File: config.mk
export PLATFORM = sky130hd
export DESIGN_NAME = frame_out_stream_packer
export DESIGN_NICKNAME = d
export VERILOG_FILES = /design/src/rtl/frame_out_stream_packer.sv
export SDC_FILE = /design/constraint.sdc
export NUM_CORES = 1
export LEC_CHECK = 0
export ABC_AREA = 1
export BUFFER_PORTS_ARGS = -buffer_cell sky130_fd_sc_hd__buf_2
export CAP_MARGIN = 10
export CORE_ASPECT_RATIO = 0.9
export CORE_MARGIN = 4
export CORE_UTILIZATION = 60
export CTS_CLUSTER_DIAMETER = 80
export DETAILED_ROUTE_END_ITERATION = 8
export PLACE_DENSITY = 0.86
export SKIP_CTS_REPAIR_TIMING = 1
export SLEW_MARGIN = 40
export SYNTH_ARGS = -nofsm -noshare
export SYNTH_HDL_FRONTEND = slang
export SYNTH_SLANG_ARGS = --single-unit
File: constraint.sdc
create_clock -name ap_clk -period 6.4 [get_ports ap_clk]
set_input_delay 0.96 -clock ap_clk [delete_from_list [all_inputs] [get_ports ap_clk]]
set_output_delay 0.96 -clock ap_clk [all_outputs]
set_load 0.02 [all_outputs]
File: src/rtl/frame_out_stream_packer.sv
// Packs 96-bit signed pixel writes from the effects core into a 24-bit RGB valid/ready stream.
// Optional FRAME_OUT_GRAY_EN adds a registered luma stage and emits {Y,Y,Y}.
module frame_out_stream_packer #(
    parameter int WIDTH      = 64,
    parameter int HEIGHT     = 64,
    parameter int ADDR_W     = 12,
    parameter int FIFO_DEPTH = 16
) (
    input  logic              ap_clk,
    input  logic              ap_rst,
    input  logic [ADDR_W-1:0] frame_out_pixel_address0,
    input  logic              frame_out_pixel_ce0,
    input  logic              frame_out_pixel_we0,
    input  logic [95:0]       frame_out_pixel_d0,
    output logic [23:0]       m_tdata,
    output logic              m_tvalid,
    input  logic              m_tready,
    output logic              m_tlast,
    output logic              m_tuser,
    output logic              frame_done,
    output logic              overflow,
    output logic              addr_err
);

    localparam int PTR_W = $clog2(FIFO_DEPTH);
    localparam logic [ADDR_W-1:0] LAST_ADDR = ADDR_W'(WIDTH * HEIGHT - 1);
    localparam logic [ADDR_W-1:0] LAST_COL  = ADDR_W'(WIDTH - 1);
    localparam logic [ADDR_W-1:0] LAST_ROW  = ADDR_W'(HEIGHT - 1);
    localparam logic [ADDR_W-1:0] ADDR_ONE  = ADDR_W'(1);
    localparam logic [PTR_W-1:0]  PTR_ONE   = PTR_W'(1);
    localparam logic [PTR_W:0]    CNT_ONE   = (PTR_W + 1)'(1);
    localparam logic [PTR_W:0]    CNT_FULL  = (PTR_W + 1)'(FIFO_DEPTH);

    localparam logic [1:0] ST_IDLE   = 2'd0;
    localparam logic [1:0] ST_ACTIVE = 2'd1;
    localparam logic [1:0] ST_DONE   = 2'd2;

    function automatic logic [7:0] clamp8(input logic [31:0] v);
        if (v[31])          return 8'd0;
        else if (|v[30:8])  return 8'hFF;
        else                return v[7:0];
    endfunction

    logic              in_vld_q, in_vld_d;
    logic [95:0]       in_data_q, in_data_d;
    logic [ADDR_W-1:0] wr_cnt_q, wr_cnt_d;
    logic              addr_err_q, addr_err_d;
    logic              cl_vld_q, cl_vld_d;
    logic [23:0]       cl_data_q, cl_data_d;
    logic [23:0]       mem_q [FIFO_DEPTH];
    logic [PTR_W-1:0]  wr_ptr_q, wr_ptr_d, rd_ptr_q, rd_ptr_d;
    logic [PTR_W:0]    cnt_q, cnt_d;
    logic [23:0]       last_q, last_d;
    logic [ADDR_W-1:0] col_q, col_d, row_q, row_d;
    logic [1:0]        state_q, state_d;
    logic              overflow_q, overflow_d;

    logic              wr_fire, pop, push_ok, last_xfer;
    logic              push_vld;
    logic [23:0]       push_data;

`ifdef FRAME_OUT_GRAY_EN
    logic              gy_vld_q, gy_vld_d;
    logic [23:0]       gy_data_q, gy_data_d;
    logic [15:0]       gy_sum;
`endif

    always_comb begin
        wr_fire    = frame_out_pixel_ce0 && frame_out_pixel_we0;
        in_vld_d   = wr_fire;
        in_data_d  = wr_fire ? frame_out_pixel_d0 : in_data_q;
        wr_cnt_d   = wr_cnt_q;
        addr_err_d = addr_err_q;
        if (wr_fire) begin
            if (frame_out_pixel_address0 != wr_cnt_q) addr_err_d = 1'b1;
            wr_cnt_d = (wr_cnt_q == LAST_ADDR) ? '0 : wr_cnt_q + ADDR_ONE;
        end

        cl_vld_d  = in_vld_q;
        cl_data_d = {clamp8(in_data_q[95:64]), clamp8(in_data_q[63:32]), clamp8(in_data_q[31:0])};

`ifdef FRAME_OUT_GRAY_EN
        // Luma weights sum to 256, so the 16-bit sum cannot overflow for 8-bit inputs.
        gy_sum    = 16'd77 * {8'd0, cl_data_q[23:16]} + 16'd150 * {8'd0, cl_data_q[15:8]}
                  + 16'd29 * {8'd0, cl_data_q[7:0]};
        gy_vld_d  = cl_vld_q;
        gy_data_d = {3{gy_sum[15:8]}};
        push_vld  = gy_vld_q;
        push_data = gy_data_q;
`else
        push_vld  = cl_vld_q;
        push_data = cl_data_q;
`endif

        pop        = (cnt_q != '0) && m_tready;
        // A full FIFO still accepts a push when a pop frees a slot on the same edge.
        push_ok    = push_vld && ((cnt_q != CNT_FULL) || pop);
        overflow_d = overflow_q || (push_vld && !push_ok);
        wr_ptr_d   = push_ok ? wr_ptr_q + PTR_ONE : wr_ptr_q;
        rd_ptr_d   = pop ? rd_ptr_q + PTR_ONE : rd_ptr_q;
        last_d     = pop ? mem_q[rd_ptr_q] : last_q;
        case ({push_ok, pop})
            2'b10:   cnt_d = cnt_q + CNT_ONE;
            2'b01:   cnt_d = cnt_q - CNT_ONE;
            default: cnt_d = cnt_q;
        endcase

        col_d = col_q;
        row_d = row_q;
        if (pop) begin
            if (col_q == LAST_COL) begin
                col_d = '0;
                row_d = (row_q == LAST_ROW) ? '0 : row_q + ADDR_ONE;
            end else begin
                col_d = col_q + ADDR_ONE;
            end
        end
        last_xfer = pop && (col_q == LAST_COL) && (row_q == LAST_ROW);

        state_d = state_q;
        case (state_q)
            ST_IDLE:   if (wr_fire) state_d = ST_ACTIVE;
            ST_ACTIVE: if (last_xfer) state_d = ST_DONE;
            ST_DONE:   state_d = wr_fire ? ST_ACTIVE : ST_IDLE;
            default:   state_d = ST_IDLE;
        endcase
    end

    always_ff @(posedge ap_clk) begin
        if (ap_rst) begin
            in_vld_q   <= 1'b0;
            in_data_q  <= '0;
            wr_cnt_q   <= '0;
            addr_err_q <= 1'b0;
            cl_vld_q   <= 1'b0;
            cl_data_q  <= '0;
            wr_ptr_q   <= '0;
            rd_ptr_q   <= '0;
            cnt_q      <= '0;
            last_q     <= '0;
            col_q      <= '0;
            row_q      <= '0;
            state_q    <= ST_IDLE;
            overflow_q <= 1'b0;
`ifdef FRAME_OUT_GRAY_EN
            gy_vld_q   <= 1'b0;
            gy_data_q  <= '0;
`endif
        end else begin
            in_vld_q   <= in_vld_d;
            in_data_q  <= in_data_d;
            wr_cnt_q   <= wr_cnt_d;
            addr_err_q <= addr_err_d;
            cl_vld_q   <= cl_vld_d;
            cl_data_q  <= cl_data_d;
            wr_ptr_q   <= wr_ptr_d;
            rd_ptr_q   <= rd_ptr_d;
            cnt_q      <= cnt_d;
            last_q     <= last_d;
            col_q      <= col_d;
            row_q      <= row_d;
            state_q    <= state_d;
            overflow_q <= overflow_d;
`ifdef FRAME_OUT_GRAY_EN
            gy_vld_q   <= gy_vld_d;
            gy_data_q  <= gy_data_d;
`endif
        end
    end

    always_ff @(posedge ap_clk) begin
        if (push_ok) mem_q[wr_ptr_q] <= push_data;
    end

    // Markers derive from output-side counters; gated so an empty FIFO drives them low.
    assign m_tvalid   = (cnt_q != '0);
    assign m_tdata    = m_tvalid ? mem_q[rd_ptr_q] : last_q;
    assign m_tuser    = m_tvalid && (col_q == '0) && (row_q == '0);
    assign m_tlast    = m_tvalid && (col_q == LAST_COL);
    assign frame_done = (state_q == ST_DONE);
    assign overflow   = overflow_q;
    assign addr_err   = addr_err_q;

endmodule

=== After elaboration in Yosys (flattened, before gate mapping) ===
Memory sizes are Yosys's and may differ from the RTL's. A register that Yosys moved wholly into a read port is not among the register bits.
Index checks and enable logic that the tools add are counted.

* Flip-flop bits (word level): 199
* Latch bits: 0
* Bits in writable memories: 384
* ROM bits: 0
* Input port bits: 113
* Output and inout bits: 30
* Logic and storage cells: 77
* Memories: 1

{| class="wikitable"
|+ Memories
! name !! words !! bits a word !! rd ports !! clocked after Yosys merged registers in !! wr ports !! line !! source
|-
| mem_q || 16 || 24 || 1 || 1 || 1 || 50 || <nowiki>logic [23:0] mem_q [FIFO_DEPTH];</nowiki>
|}

* $add $sub $neg: 7
* Multiply operators: 0
* Div/mod/pow operators: 0
* Magnitude comparators: 0
* Eq/ne operators: 11
* Shift-type cells: 0
* Multiplexer cells: 16
* Bitwise operators: 0
* Reduce and logical (&&, ||, !) cells: 26

{| class="wikitable"
|+ Operator list
! operator !! number
|-
| OR reduction 23 bit || 3
|-
| adder 12 x 1 -> 12 bit, second input constant || 3
|-
| two-way mux 12 bit || 3
|-
| equality test 12 x 6 -> 1 bit, second input constant || 2
|-
| zero test 12 bit || 2
|-
| two-way mux 24 bit || 1
|-
| two-way mux 8 bit || 3
|-
| equality test 12 bit, second input constant || 1
|-
| inequality test 12 bit || 1
|-
| one-hot mux 5 bit (2 select lines) || 1
|-
| logical AND 1 bit || 9
|-
| adder 4 x 1 -> 4 bit, second input constant || 2
|-
| two-way mux 4 bit || 2
|-
| one-hot mux 2 bit (3 select lines) || 1
|-
| AND reduction 2 bit || 3
|-
| OR reduction 2 bit || 3
|-
| adder 5 x 1 -> 5 bit, second input constant || 1
|-
| inequality test 5 bit, second input constant || 1
|-
| nonzero test 5 bit || 1
|-
| subtractor 5 x 1 -> 5 bit, second input constant || 1
|-
| equality test 2 x 1 -> 1 bit, second input constant || 2
|-
| equality test 2 bit, second input constant || 2
|-
| two-way mux 2 bit || 2
|-
| inequality test 2 bit, second input constant || 2
|-
| other kinds (5) || 8
|}

=== Depth between registers and ports, before layout ===
Gate-level depths: netlist of the first run.

* Depth after elaboration: 7
* Depth in mapped cells: 15

=== Least setup slack after synthesis of the first run ===
Ideal clock, no wire load.

* Path kind: in2reg
* From: input port m_tready
* To: memory mem_q[11][0] (enable)
* Setup time: 0.405 ns
* Arrival: 2.477 ns
* Required time: 5.995 ns
* Slack: 3.518 ns
* Cell stages on the path: 6
* Buffers on the path: 0
* Path through: nor2_1 > nand3_1 > nand2_1 > inv_1 > nand2_1 > nor2_1

* Longest elaborated chain between the ends: 5

{| class="wikitable"
|+ RTL lines
! element !! line !! source
|-
| start: declaration || 17 || <nowiki>input logic m_tready,</nowiki>
|-
| logical AND 1 bit || 95 || <nowiki>pop = (cnt_q != '0) && m_tready;</nowiki>
|-
| logical OR 1 bit || 97 || <nowiki>push_ok = push_vld && ((cnt_q != CNT_FULL) || pop);</nowiki>
|-
| logical AND 1 bit || 97 ||
|-
| two-way mux 1 bit || 172 || <nowiki>if (push_ok) mem_q[wr_ptr_q] <= push_data;</nowiki>
|-
| two-way mux 1 bit (implied by the code) || 172 ||
|-
| end: declaration || 50 ||
|}

No other way between the ends.

==> results of run 1 <==
## registers in the layout (all words and copies together) (netlist names), 2 cells and up, named ones only
name       count
cl_data_q     24
cnt_q          5
col_q         12
in_data_q     96
last_q        24
mem_q        384
rd_ptr_q       4
row_q         12
state_q        2
wr_cnt_q      12
wr_ptr_q       4
## cells in the mapped netlist, types with 10 or more instances
cell	n
sky130_fd_sc_hd__nand2_1	722
sky130_fd_sc_hd__edfxtp_1	384
sky130_fd_sc_hd__inv_1	361
sky130_fd_sc_hd__nand3_1	311
sky130_fd_sc_hd__dfxtp_1	203
sky130_fd_sc_hd__nor2_1	185
sky130_fd_sc_hd__a21oi_1	151
sky130_fd_sc_hd__o21ai_0	125
sky130_fd_sc_hd__buf_2	60
sky130_fd_sc_hd__clkbuf_1	46
sky130_fd_sc_hd__nand4_1	28
sky130_fd_sc_hd__buf_1	17
sky130_fd_sc_hd__ha_1	13
sky130_fd_sc_hd__xor2_1	13
sky130_fd_sc_hd__buf_4	11
sky130_fd_sc_hd__xnor2_1	11
sky130_fd_sc_hd__nor3_1	10
## path summary, 6_finish.rpt
check	to	cells after the start	start
worst max-delay path	m_tdata[1]	11	flop
worst min-delay path	cl_vld_q	2	cl_vld_d
worst max register to register	col_q[5]	10	cnt_q[0]
worst min register to register	cl_vld_q	2	cl_vld_d
## cells by family (layout without fill, tap and decap cells)
group,Yosys count,in the layout,synth area share (%)
and+or+nand+nor,1276,1276,21.5
DFF,587,587,62.8
buffers and inverters,502,643,8.09
AOI/OAI and AO/OA,291,291,6.03
xor gates and xnor gates,24,24,0.846
adders and majority gates,14,14,0.736
other,0,1,0
## worst reg2reg max path, delay by kind of cell, from the launching register on
kind                   cells  cell delay, ns
AO/OA/AOI/OAI              1            0.23
buffers and inverters      3            1.21
flip-flops                 1            0.43
AND/OR/NAND/NOR            6            0.89
## routing by layer
metal	global-route usage [%]	wire length (microns)	vias to the layer above
li1	-	-	8946
met2	46.2	30500	1254
met4	10.4	2400	0
met1	35.2	23300	9053
met5	0	0	-
met3	5.04	7190	238
## layout make-up
| cell class | count | area share [%] |
|---|---|---|
| inverter | 366 | 4.96 |
| antenna | 1 | 0.00902 |
| tap | 540 | 2.43 |
| multi-input combinational | 1605 | 26.2 |
| sequential | 587 | 56.2 |
| clock buffer | 84 | 6.06 |
| clock inverter | 18 | 0.510 |
| timing repair buffer | 175 | 3.57 |
## per-stage QoR
step / utilization, % / total power (uW)
finish: 68.1 / 10300
global route: 68.1 / 10700
CTS: 68.1 / 10200
detailed placement: 63.6 / 6960
global placement: 63.6 / 6840
floorplan: - / 6210
## power by group
group / internal, uW / total, uW / switching, uW / leakage (uW)
clock network: 1890 / 3280 / 1390 / 0.000912
logic: 745 / 2600 / 1850 / 0.00560
registers: 4210 / 4380 / 167 / 0.00515
==> results summary, run 1 <==
Yosys mapped a number of flops with a built-in enable equal to 384. The wire length per cell is 18.8 microns. The floorplan step set the die height to 201 microns. In the final layout, the share of cells above drive strength 1 is 10.7%.

The multi-input combinational cells in the finished layout cover a total of 7280 sq um. The count of warnings emitted by yosys came out at 0. STA classifies the critical path endpoint as an output pin. The final design area excluding fillers is 27700 sq um. The total number of placement rows is 70. The slowest stage of the critical path belongs to the cell sky130_fd_sc_hd__buf_4. For the worst-skew pair, the clock arrives at the later sink with an insertion delay of 0.59 ns. The worst setup timing slack at the placement stage came out at 2.72 ns. Synthesis instantiated 37 different standard cells from the library. The global route total overflow came out at 0. The area occupied by registers came out at 15600 sq um. The required time of the critical path is 5.44 ns.

The number of H-tree levels is 2. The number of standard cells after synthesis came out at 2694. The total I/O pin count came out at 143. Detailed routing inserted a total of 19500 vias.

The instance area after placement is 25900 sq um. The highest clock frequency the design can meet came out at 227 MHz. The post-placement cell count came out at 3273. The largest net degree at the start of global routing came out at 145. The flow ran to the end, and the final reports show no timing, DRC or antenna violations. The worst-path maximum fanout came out at 69. The number of global-route vias before repair is 19400. The reported leakage power came out at 0.0117 uW. The number of antenna violations at the first check in global routing is 2.

Power spread over the standard cell area amounts to 370 nW/um^2. The worst pin sits at a relative slew slack of 44.8%. The delay of the slowest cell on the worst path came out at 0.66 ns.

The number of setup violations in the final report came out at 0. The pin slew with the least headroom to its limit is 0.828 ns. Of all cell types, the one taking the most synthesized area is sky130_fd_sc_hd__edfxtp_1.

The cell family contributing the most delay on the critical path is buffers and inverters. The post-route antenna net violation count came out at 0. Clock tree synthesis selected as its root buffer the cell sky130_fd_sc_hd__clkbuf_16. The finished layout holds 3376 standard cells, fillers aside.

The number of synthesized register bits is 587. TritonCTS built the clock tree. TritonCTS created 54 clock buffers.

The residual DRC count is 0. The clock tree buffer depth is 3. The most used cell along the critical path is sky130_fd_sc_hd__nand2_1.

The starting density of the core is 61.0%. The final period utilization is 68.8%. The sequential cell area fraction in the yosys report is 62.8%. The number of nets in the finished design came out at 2916. The number of clock sinks seen by CTS came out at 587. Ranked by total cell area, the synthesized netlist is headed by sky130_fd_sc_hd__edfxtp_1, sky130_fd_sc_hd__dfxtp_1, sky130_fd_sc_hd__nand2_1. The first global-routing pass estimated 98600 microns of wire. The number of DRC markers after the initial detailed-route iteration came out at 2702. Clock-pin slew was measured on the worst setup and hold paths at 0.06 ns.

The average cell area after synthesis came out at 9.22 sq um. Setup repair after global routing left no endpoint under its margin. Compared with the post-synthesis result, the final layout area differs by 11.7%.

The combined buffer and inverter count along the critical path is 3. The max-slew violation count is 0. Synthesis produced a netlist with a net count of 2821. The final hold violation count is 0. Summed over all failing endpoints, the final setup total negative slack is 0 ns. The startpoint type of the worst setup path is a flop. Global routing used 27.2% of the available tracks across all layers. The signal on the critical path passes through inv_4 > buf_4 > nand2_1 > nand2_1 > nand2_1 > nand3_1 > nand3_1 > nand2_1 > nand2_1 > nand2_1 > buf_2. The die is 222 microns wide. The detailed-placement wirelength estimate is 36300 microns. VDD sags by at most 0.265 mV. The worst hold margin is 0.421 ns.

The arrival time of the worst setup path is 3.45 ns. The worst setup slack after layout is 1.99 ns. The shortest period the worst path allows came out at 4.41 ns. The first detailed-routing pass ran for 6 iterations. The count of input and output buffers is 142.

The internal reg-to-reg setup slack came out at 3.57 ns. The library cells used most frequently in the layout, excluding fill and tap cells, are sky130_fd_sc_hd__nand2_1, sky130_fd_sc_hd__edfxtp_1, sky130_fd_sc_hd__inv_1, sky130_fd_sc_hd__nand3_1, sky130_fd_sc_hd__dfxtp_1. The proportion of synthesized flip-flops having asynchronous set or reset came out at 0%.

The global placer's final weighted congestion came out at 0.855. The post-synthesis instance area came out at 24800 sq um. The path type of the worst min-delay path is flop to flop. The synthesized design devotes to its leading area cell type 46.4% of total area. The type of the setup path with the least slack is flop to output pin. The region available for standard cell placement spans 40700 sq um. The floorplan die area came out at 44700 sq um.

The count of max-cap constraint violations came out at 0. Fill cells in the final layout number 2777. Among all flip-flop cells after synthesis, the most frequent one is sky130_fd_sc_hd__edfxtp_1. The mean number of vias per cell came out at 5.77. The wire length reported by the detailed router is 63400 microns. Leaving out fill and tap cells, the most frequent cell in the layout is sky130_fd_sc_hd__nand2_1.

Between clock sinks in the finished design, the worst skew comes to 0.0125 ns.
No activity file was read; power rests on OpenSTA's default activity.
==> inputs of run 2 (changes only) <==
--- a/config.mk
+++ b/config.mk
@@ -10,10 +10,10 @@
 export CAP_MARGIN = 10
 export CORE_ASPECT_RATIO = 0.9
 export CORE_MARGIN = 4
-export CORE_UTILIZATION = 60
+export CORE_UTILIZATION = 55
 export CTS_CLUSTER_DIAMETER = 80
 export DETAILED_ROUTE_END_ITERATION = 8
-export PLACE_DENSITY = 0.86
+export PLACE_DENSITY = 0.83
 export SKIP_CTS_REPAIR_TIMING = 1
 export SLEW_MARGIN = 40
 export SYNTH_ARGS = -nofsm -noshare
==> constraint.sdc (replaced) <==
create_clock -name ap_clk -period 3.8 [get_ports ap_clk]
set_input_delay 0.57 -clock ap_clk [delete_from_list [all_inputs] [get_ports ap_clk]]
set_output_delay 0.57 -clock ap_clk [all_outputs]
set_load 0.02 [all_outputs]
==> run 2 against run 1 <==
Against the previous run:
- power is 65% higher
- via count shrank 3.9%
- sequential cell count is the same
- sequential share of layout area about the same
- die area is 8.7% higher
- register-to-register slack got worse by 2.3 ns
- design area about the same
- clock power up 57%
==> results summary, run 2 (synthesis results as in run 1) <==
The count of input and output buffers came out at 142 (unchanged). The power density relative to cell area is 610 nW/um^2 (+65%). After layout, the worst path uses 89.2% of the clock period. Setup repair after global routing left no endpoint under its margin. The met1 layer usage reported by global route came out at 31.4% (-3.8 points).

The number of DRC markers after the initial detailed-route iteration is 2044 (-24%). The wire length per cell came out at 17.2 microns (-8.6%). The total via count after detailed routing came out at 18700 (-3.9%). The instance area after placement is 26000 sq um (+0.47%). The core area is 44400 sq um (+9.0%).

The shortest period the worst path allows is 3.39 ns. The worst setup path is captured at an output pin. The path type of the worst min-delay path is primary input to flop. The wire length reported by the detailed router came out at 58900 microns (-7.2%).

The clock root buffer is sky130_fd_sc_hd__clkbuf_16. The detailed-routing iteration count for the pre-antenna-repair pass came out at 6 (unchanged). The reported leakage power came out at 0.0116 uW (-0.34%). The final hold violation count came out at 0 (unchanged). The highest clock frequency the design can meet is 295 MHz. The busiest metal layer after global routing is met2. In the layout the commonest cells are sky130_fd_sc_hd__nand2_1, sky130_fd_sc_hd__edfxtp_1, sky130_fd_sc_hd__inv_1, sky130_fd_sc_hd__nand3_1, sky130_fd_sc_hd__dfxtp_1.

The arrival time of the worst setup path came out at 2.82 ns (-0.63 ns). The global placer's final weighted congestion was 0.841 (-1.7%). The worst-path maximum fanout was 137 (+99%). The setup clock skew after layout came out at 0.0198 ns (+0.00737 ns). The clock tree buffer depth was 3 (unchanged). The pin slew with the least headroom to its limit was 0.793 ns (-0.0350 ns). The worst IR drop on VDD is 0.416 mV (+57%). The number of flip-flops under the largest register name came out at 384 (unchanged). The total I/O pin count came to 143 (unchanged). The largest net degree at the start of global routing is 201 (+39%). The number of clock sinks seen by CTS came out at 587 (unchanged). TritonCTS built the clock tree. The clock latency of the later-clocked register in the worst-skew pair is 0.58 ns (about the same). The max-slew violation count is 0 (unchanged).

The number of nets in the finished design is 2914 (-0.069%). The required time of the critical path came to 3.23 ns (-2.21 ns). The total number of placement rows came out at 73 (+4.3%). The width of the die is 232 microns (+4.3%). The number of global-route vias before repair came out at 18100 (-6.7%). The clock slew at the register clock pins of the worst setup and hold paths is 0.06 ns (about the same). The worst max-slew margin expressed relative to the limit is 47.1% (+2.3 points). The residual DRC count came to 0 (unchanged). The number of antenna violations at the first check in global routing is 0 (-2). The count of max-cap constraint violations is 0 (unchanged). The height of the chip is 210 microns (+4.3%). Ranked by flip-flop count, first place goes to mem_q. The number of antenna repair diodes came out at 0 (-1). The largest registers in the layout are mem_q (384), in_data_q (96). The most common cell after layout, fill and taps aside is sky130_fd_sc_hd__nand2_1. The clock buffer count from CTS came to 53 (-1.9%). The number of setup violations in the final report came out at 0 (unchanged). The starting density of the core came out at 56.0% (-5.0 points). The flow ran to the end, and the final reports show no timing, DRC or antenna violations.

The mean number of vias per cell was 5.46 (-5.5%). The floorplan die area came to 48600 sq um (+8.7%). The area overhead of the layout relative to synthesis is 11.7% (about the same). The fraction of layout instances using a drive strength above 1 is 10.3% (-0.34 points). The global routing usage on met2 is 41.0% (-5.2 points). The final design area excluding fillers was 27700 sq um (about the same). The total negative slack for setup checks was 0 ns (unchanged). The detailed-placement wirelength estimate came out at 35800 microns (-1.4%). The filler cell count in the final layout came out at 3384 (+22%).

The first-pass GRT wire length came out at 93000 microns (-5.6%). The met3 demand-to-capacity share in global routing is 3.90% (-1.1 points). The number of H-tree levels was 2 (unchanged). The global route total overflow came out at 0 (unchanged). The setup path with the least slack is of type flop to output pin. The total routing usage reported by global routing came to 23.8% (-3.5 points). The startpoint type of the worst setup path is a flop. The post-route antenna net violation count was 0 (unchanged).
-- run 2: changes by cell type in the layout (fill, tap and decap cells not counted), moves of 4 or more --
cell | previous run | this run
sky130_fd_sc_hd__buf_12 | 2 | 7
sky130_fd_sc_hd__buf_4 | 30 | 23
sky130_fd_sc_hd__inv_4 | 1 | 5
sky130_fd_sc_hd__clkbuf_1 | 9 | 13
-- run 2: layer usage --
metal / up-vias / wire [microns]
met2: 957 / 29100
met3: 111 / 5660
li1: 8934 / -
met4: 0 / 1320
met5: - / 0
met1: 8724 / 22800
-- run 2: critical path, stage by stage, from the launching register on --
cell and delay (ns):
sky130_fd_sc_hd__dfxtp_4 0.37, sky130_fd_sc_hd__buf_12 0.28, sky130_fd_sc_hd__buf_16 0.46, sky130_fd_sc_hd__nand2_1 0.11, sky130_fd_sc_hd__nand2_1 0.09, sky130_fd_sc_hd__nand2_1 0.05
sky130_fd_sc_hd__nand3_1 0.09, sky130_fd_sc_hd__nand3_1 0.11, sky130_fd_sc_hd__nand2_1 0.13, sky130_fd_sc_hd__nand2_1 0.07, sky130_fd_sc_hd__nand2_1 0.19, sky130_fd_sc_hd__buf_2 0.20
-- run 2: per-stage QoR --
stage	std cells	power, uW	hold slack [ns]	utilization [%]	worst slack (ns)
after floorplan	2694	10500	0.388	-	1.31
after global routing	3431	17700	0.260	62.5	0.256
after CTS	3430	16900	0.244	62.4	0.506
after detailed placement	3331	11800	0.422	58.7	1.08
final	3431	16900	0.259	62.5	0.409
after global placement	3331	11600	0.429	58.7	1.15
-- run 2: cell type report --
cell class / count / area, sq um / area share (%)
timing repair buffer: 174 / 1060 / 3.83
clock buffer: 80 / 1570 / 5.66
tap: 600 / 751 / 2.71
clock inverter: 19 / 101 / 0.365
multi-input combinational: 1605 / 7280 / 26.2
inverter: 366 / 1380 / 4.96
sequential: 587 / 15600 / 56.2
-- run 2: final timing paths --
path | slack [ns] | start | to | cells past startpoint
setup / recovery | 0.41 | flop | m_tdata[15] | 11
hold / removal | 0.26 | frame_out_pixel_d0[8] | in_data_q[8] | 3
setup reg to reg | 1.29 | cnt_q[0] | cnt_q[4] | 15
hold reg to reg | 0.42 | cl_vld_d | cl_vld_q | 2
-- run 2: power by group --
group | internal (uW) | switching (uW)
logic | 1310 | 3130
registers | 7100 | 250
clock network | 2860 | 2270
total | 11300 | 5650
